<file path="src/rtl/osc_tick_gen.sv">
// rtl/osc_tick_gen.sv - multi-channel programmable tick generator with valid/ready config port
// Optional square-wave outputs built when OSC_TICK_GEN_CLKOUT_EN is defined.
module osc_tick_gen #(
  parameter int NUM_CH  = 4,
  parameter int DIV_W   = 16,
  parameter int DEF_DIV = 1000,
  localparam int CH_W   = (NUM_CH > 1) ? $clog2(NUM_CH) : 1
) (
  input  logic              CLK,
  input  logic              RESETN,
  input  logic              CFG_VALID,
  output logic              CFG_READY,
  input  logic [CH_W-1:0]   CFG_CH,
  input  logic [DIV_W-1:0]  CFG_DIV,
  input  logic              CFG_EN,
  output logic [NUM_CH-1:0] TICK,
  output logic [NUM_CH-1:0] RUNNING,
  output logic [NUM_CH-1:0] CLKOUT
);

  logic [DIV_W-1:0]  div_q  [NUM_CH];
  logic [DIV_W-1:0]  div_d  [NUM_CH];
  logic [DIV_W-1:0]  cnt_q  [NUM_CH];
  logic [DIV_W-1:0]  cnt_d  [NUM_CH];
  logic [DIV_W-1:0]  pdiv_q [NUM_CH];
  logic [DIV_W-1:0]  pdiv_d [NUM_CH];
  logic [NUM_CH-1:0] en_q, en_d;
  logic [NUM_CH-1:0] pend_q, pend_d;
  logic [NUM_CH-1:0] tick_q, tick_d;
  logic [NUM_CH-1:0] hit;
  logic              ch_ok;
  logic              pend_sel;
  logic              accept;
  logic [DIV_W-1:0]  new_div;

  // Request decode: out-of-range channels never see a pending lookup or a hit.
  always_comb begin
    ch_ok    = 32'(CFG_CH) < 32'(NUM_CH);
    pend_sel = 1'b0;
    for (int i = 0; i < NUM_CH; i++) begin
      if (CFG_CH == CH_W'(i)) pend_sel = pend_q[i];
    end
    CFG_READY = ch_ok & (~pend_sel | ~CFG_EN);
    accept    = CFG_VALID & CFG_READY;
    new_div   = (CFG_DIV == '0) ? DIV_W'(1) : CFG_DIV;
    for (int i = 0; i < NUM_CH; i++) begin
      hit[i] = accept && (CFG_CH == CH_W'(i));
    end
  end

  always_comb begin
    en_d   = en_q;
    pend_d = pend_q;
    tick_d = '0;
    for (int i = 0; i < NUM_CH; i++) begin
      div_d[i]  = div_q[i];
      cnt_d[i]  = cnt_q[i];
      pdiv_d[i] = pdiv_q[i];
      if (hit[i] && !CFG_EN) begin
        en_d[i]   = 1'b0;
        pend_d[i] = 1'b0;
        cnt_d[i]  = div_q[i] - DIV_W'(1);
      end else begin
        if (en_q[i]) begin
          if (cnt_q[i] == '0) begin
            tick_d[i] = 1'b1;
            if (pend_q[i]) begin
              div_d[i]  = pdiv_q[i];
              cnt_d[i]  = pdiv_q[i] - DIV_W'(1);
              pend_d[i] = 1'b0;
            end else begin
              cnt_d[i]  = div_q[i] - DIV_W'(1);
            end
          end else begin
            cnt_d[i] = cnt_q[i] - DIV_W'(1);
          end
        end
        // A change on a running channel is parked until its next terminal count.
        if (hit[i]) begin
          if (!en_q[i]) begin
            div_d[i] = new_div;
            cnt_d[i] = new_div - DIV_W'(1);
            en_d[i]  = 1'b1;
          end else begin
            pend_d[i] = 1'b1;
            pdiv_d[i] = new_div;
          end
        end
      end
    end
  end

  always_ff @(posedge CLK or negedge RESETN) begin
    if (!RESETN) begin
      en_q   <= '0;
      pend_q <= '0;
      tick_q <= '0;
      for (int i = 0; i < NUM_CH; i++) begin
        div_q[i]  <= DIV_W'(DEF_DIV);
        cnt_q[i]  <= DIV_W'(DEF_DIV - 1);
        pdiv_q[i] <= DIV_W'(DEF_DIV);
      end
    end else begin
      en_q   <= en_d;
      pend_q <= pend_d;
      tick_q <= tick_d;
      for (int i = 0; i < NUM_CH; i++) begin
        div_q[i]  <= div_d[i];
        cnt_q[i]  <= cnt_d[i];
        pdiv_q[i] <= pdiv_d[i];
      end
    end
  end

  assign TICK    = tick_q;
  assign RUNNING = en_q;

`ifdef OSC_TICK_GEN_CLKOUT_EN
  logic [NUM_CH-1:0] clkout_q;

  always_ff @(posedge CLK or negedge RESETN) begin
    if (!RESETN) begin
      clkout_q <= '0;
    end else begin
      clkout_q <= clkout_q ^ tick_d;
    end
  end

  assign CLKOUT = clkout_q;
`else
  assign CLKOUT = '0;
`endif

endmodule

</file>
<file path="config.mk">
export PLATFORM = sky130hd
export DESIGN_NAME = osc_tick_gen
export DESIGN_NICKNAME = d
export VERILOG_FILES = /design/src/rtl/osc_tick_gen.sv
export SDC_FILE = /design/constraint.sdc
export NUM_CORES = 1
export LEC_CHECK = 0
export CAP_MARGIN = 0
export CORE_MARGIN = 2
export CORE_UTILIZATION = 51
export CTS_BUF_LIST = sky130_fd_sc_hd__clkbuf_4 sky130_fd_sc_hd__clkbuf_8 sky130_fd_sc_hd__clkbuf_16
export DETAILED_ROUTE_END_ITERATION = 8
export PLACE_DENSITY = 0.68
export SYNTH_ARGS = -nofsm -noshare
export SYNTH_HDL_FRONTEND = slang
export SYNTH_SLANG_ARGS = --single-unit
</file>
<file path="constraint.sdc">
create_clock -name CLK -period 3.51 [get_ports CLK]
set_input_delay 1.053 -clock CLK [delete_from_list [all_inputs] [get_ports CLK]]
set_output_delay 1.053 -clock CLK [all_outputs]
set_load 0.01 [all_outputs]
</file>
==> metrics.txt <==
status finished clean; Hold Slack 0.482 ns; PwrDens 797 mW/mm²; Yosys top cell by area dfrtp_1; Clock transition at path regs 0.06 ns; Worst VDD drop 527 µV; Routed WL per cell 22.8 µm; Post-synth EDFFs 0; initial antenna violation count 1; DRT Wirelength 47.8 mm; CP startpoint kind input port; GR Util All Layers 32.8%; ys flop type dfrtp_1; CTS tree done; ratio of cells with drive above 1 in the final layout 21.6%; M1 wire length 20.2 mm; Longest Clk Path Bufs 3; Sw Ratio 41.4%; vias in the first global route 12800; clock latency on the worst-skew pair 0.54 ns; starting density of the core 51.4%; Final period util 98.6%; Reg2Reg Depth 7; Clk network pwr share 20.3%; GRT overflow 0; Vias/cell 6.44; I/O pin count 35; post-synthesis async set-or-reset flop share 100%; final core occ 59.9%; std cell rows 61; synthesized area per cell 8.71 µm²; # setup viols final 0; final hold vios 0; Synth Instances 1630; Max Fanout on Critical Path 3; global-route wire length before repair 74.4 mm; post-route clock skew 0.0245 ns; Worst Path Class, Setup in -> reg; First-pass DRT Iterations 6; Core ar. 0.0276 mm²; top sig layer met4; synth top area cells dfrtp_1, dfstp_2, mux2_2; most frequent cell after synthesis nor2_1; worst slew pin tran 0.851 ns; Fin Setup TNS 0 ns; CTS buffer count 24; met2 routed WL 21.0 mm; Combinational Power Share 40.6%; area growth from synthesis to layout 16.7%; pin count of the biggest net entering global routing 67; Arrival @ worst endpoint 3.85 ns; met3 WL 4.61 mm; Synth top area share 21.9%; nets 1738; cell area after synthesis 0.0142 mm²; filler instances 2497; synthesis-stage register bit count 204; Post-synth top cells nor2_1, nand2_1, dfrtp_1; Worst slew margin 41.8%; Antenna Violating Nets Remaining 0; Crit. End Element flop; hold_buf cts 0; Flop pwr share 39.1%; GPL Wtd Cong 0.987; fin crit period 3.46 ns; root buffer selected by CTS clkbuf_16; sequential share of the synthesized area 36.7%; Syn. warnings 0; total power 13.2 mW; Static Leak 6.47 nW; die area 0.0292 mm²; Hold Path Stages 2; Max Cap Viol 0; min-delay worst type reg -> reg; Die Wd 171 µm; Req. time, crit path 3.90 ns; die height 171 µm; port buffer count 30; Psw 5.46 mW; CTS sink count 204; Post-DP HPWL 33.5 mm; 1st-iter DRT viols 1570; Synth cell types 85; DRC viols 0; Pins Over Slew Limit 0; Pint 7.74 mW; Max Clock Freq 0.289 GHz; Via Count 13500; H-tree level count 1
## layer usage
| layer | track usage (%) | vias up |
|---|---|---|
| met2 | 50.3 | 707 |
| met5 | 0 | - |
| li1 | - | 6188 |
| met1 | 46.3 | 6483 |
| met3 | 5.94 | 130 |
| met4 | 12.5 | 0 |
## placed cells by master (no fill, tap or decap), types with 7 or more instances in the layout
master / synthesis / final
o211ai_1: 22 / 22
dfrtp_1: 124 / 124
or3_1: 15 / 14
clkbuf_8: 0 / 7
clkdlybuf4s50_1: 0 / 20
mux2i_1: 27 / 27
xnor2_1: 70 / 69
nand4_1: 16 / 16
a211oi_1: 15 / 14
clkbuf_16: 0 / 25
mux2_2: 64 / 64
xor2_1: 71 / 70
o221ai_1: 12 / 11
a21oi_1: 111 / 110
buf_12: 0 / 10
dfstp_2: 80 / 80
clkbuf_4: 0 / 7
a221oi_1: 23 / 22
o22ai_1: 40 / 40
nor4_1: 39 / 38
and2_1: 16 / 15
or4_1: 18 / 17
nand3_1: 32 / 32
nor3_1: 62 / 62
nor3b_1: 12 / 12
nand2_1: 139 / 139
nand3b_1: 7 / 7
o31ai_1: 8 / 8
a31oi_1: 15 / 14
a22oi_1: 38 / 38
o21ai_0: 71 / 70
inv_1: 33 / 33
nor4b_1: 12 / 11
a32oi_1: 18 / 18
ha_1: 17 / 16
nor2b_1: 8 / 8
nor2_1: 149 / 149
and3_1: 12 / 12
buf_4: 4 / 122
## metrics by stage
stage | cells | worst slack (ns) | cell area [µm²]
5_1_grt | 2095 | -0.00665 | 16600
3_5_place_dp | 2042 | -0.841 | 15600
4_1_cts | 2093 | 0.0360 | 16500
6_report | 2096 | 0.0485 | 16600
2_1_floorplan | 1633 | -0.205 | 14300
3_3_place_gp | 2042 | -0.764 | 15600
## critical path, cell delays in order
cell,delay (ns)
clkdlybuf4s50_1,0.42
or3_4,0.42
nor4b_4,0.36
a31oi_4,0.13
ha_2,0.22
or3b_4,0.25
nor4_4,0.06
xor2_4,0.21
buf_4,0.16
a211o_1,0.29
a211oi_2,0.15
o32ai_1,0.12
## flip-flops by register name (all words and copies together), names as in the netlist
register,count
cnt_q,64
TICK,4
pdiv_q,64
div_q,64
RUNNING,4
pend_q,4
## path summary, 6_finish.rpt
kind | from | to | slack (ns)
min in group asynchronous | RESETN | TICK[2]$_DFF_PN0_ | 0.52
worst min register to register | div_q[9]$_DFFE_PN1N_ | div_q[9]$_DFFE_PN1N_ | 0.48
max in group asynchronous | RESETN | pdiv_q[57]$_DFFE_PN1P_ | 2.14
worst min-delay path | div_q[9]$_DFFE_PN1N_ | div_q[9]$_DFFE_PN1N_ | 0.48
worst max-delay path | CFG_DIV[13] | cnt_q[46]$_DFF_PN0_ | 0.05
worst max register to register | pdiv_q[48]$_DFFE_PN0P_ | cnt_q[62]$_DFF_PN0_ | 0.49
## what timing repair did
item	4_1_cts	5_1_grt
pin swaps	10	7
resized for setup	16	5
setup endpoints to repair	15	14
setup buffers	7	2
## power by group through the flow
stage / sequential, mW / clock [mW] / combinational (mW)
floorplan: 4.67 / 0 / 3.95
global placement: 5.09 / 0 / 5.13
detailed placement: 5.14 / 0 / 5.21
CTS: 5.11 / 2.71 / 5.26
global route: 5.33 / 2.80 / 5.91
finish: 5.16 / 2.67 / 5.37
## logic make-up after synthesis
kind of cell / synth area share (%)
muxes: 7.14
other: 0.0264
AOI/OAI and AO/OA: 20.7
buffers and inverters: 4.53
and+or+nand+nor: 20.7
xor gates and xnor gates: 8.70
DFF: 36.7
adders and majority gates: 1.50
## cell type report
cell class                      count  area [µm²]  share of cell area [%]
Antenna cell                        1        2.50                  0.0151
Multi-Input combinational cell   1273        8490                    51.3
Inverter                           34         128                   0.771
Sequential cell                   204        5200                    31.4
Clock inverter                      6        82.6                   0.499
Clock buffer                       38         761                    4.59
Timing Repair Buffer              162        1420                    8.56
Tap cell                          378         473                    2.86
(Power assumes the default switching activity.)
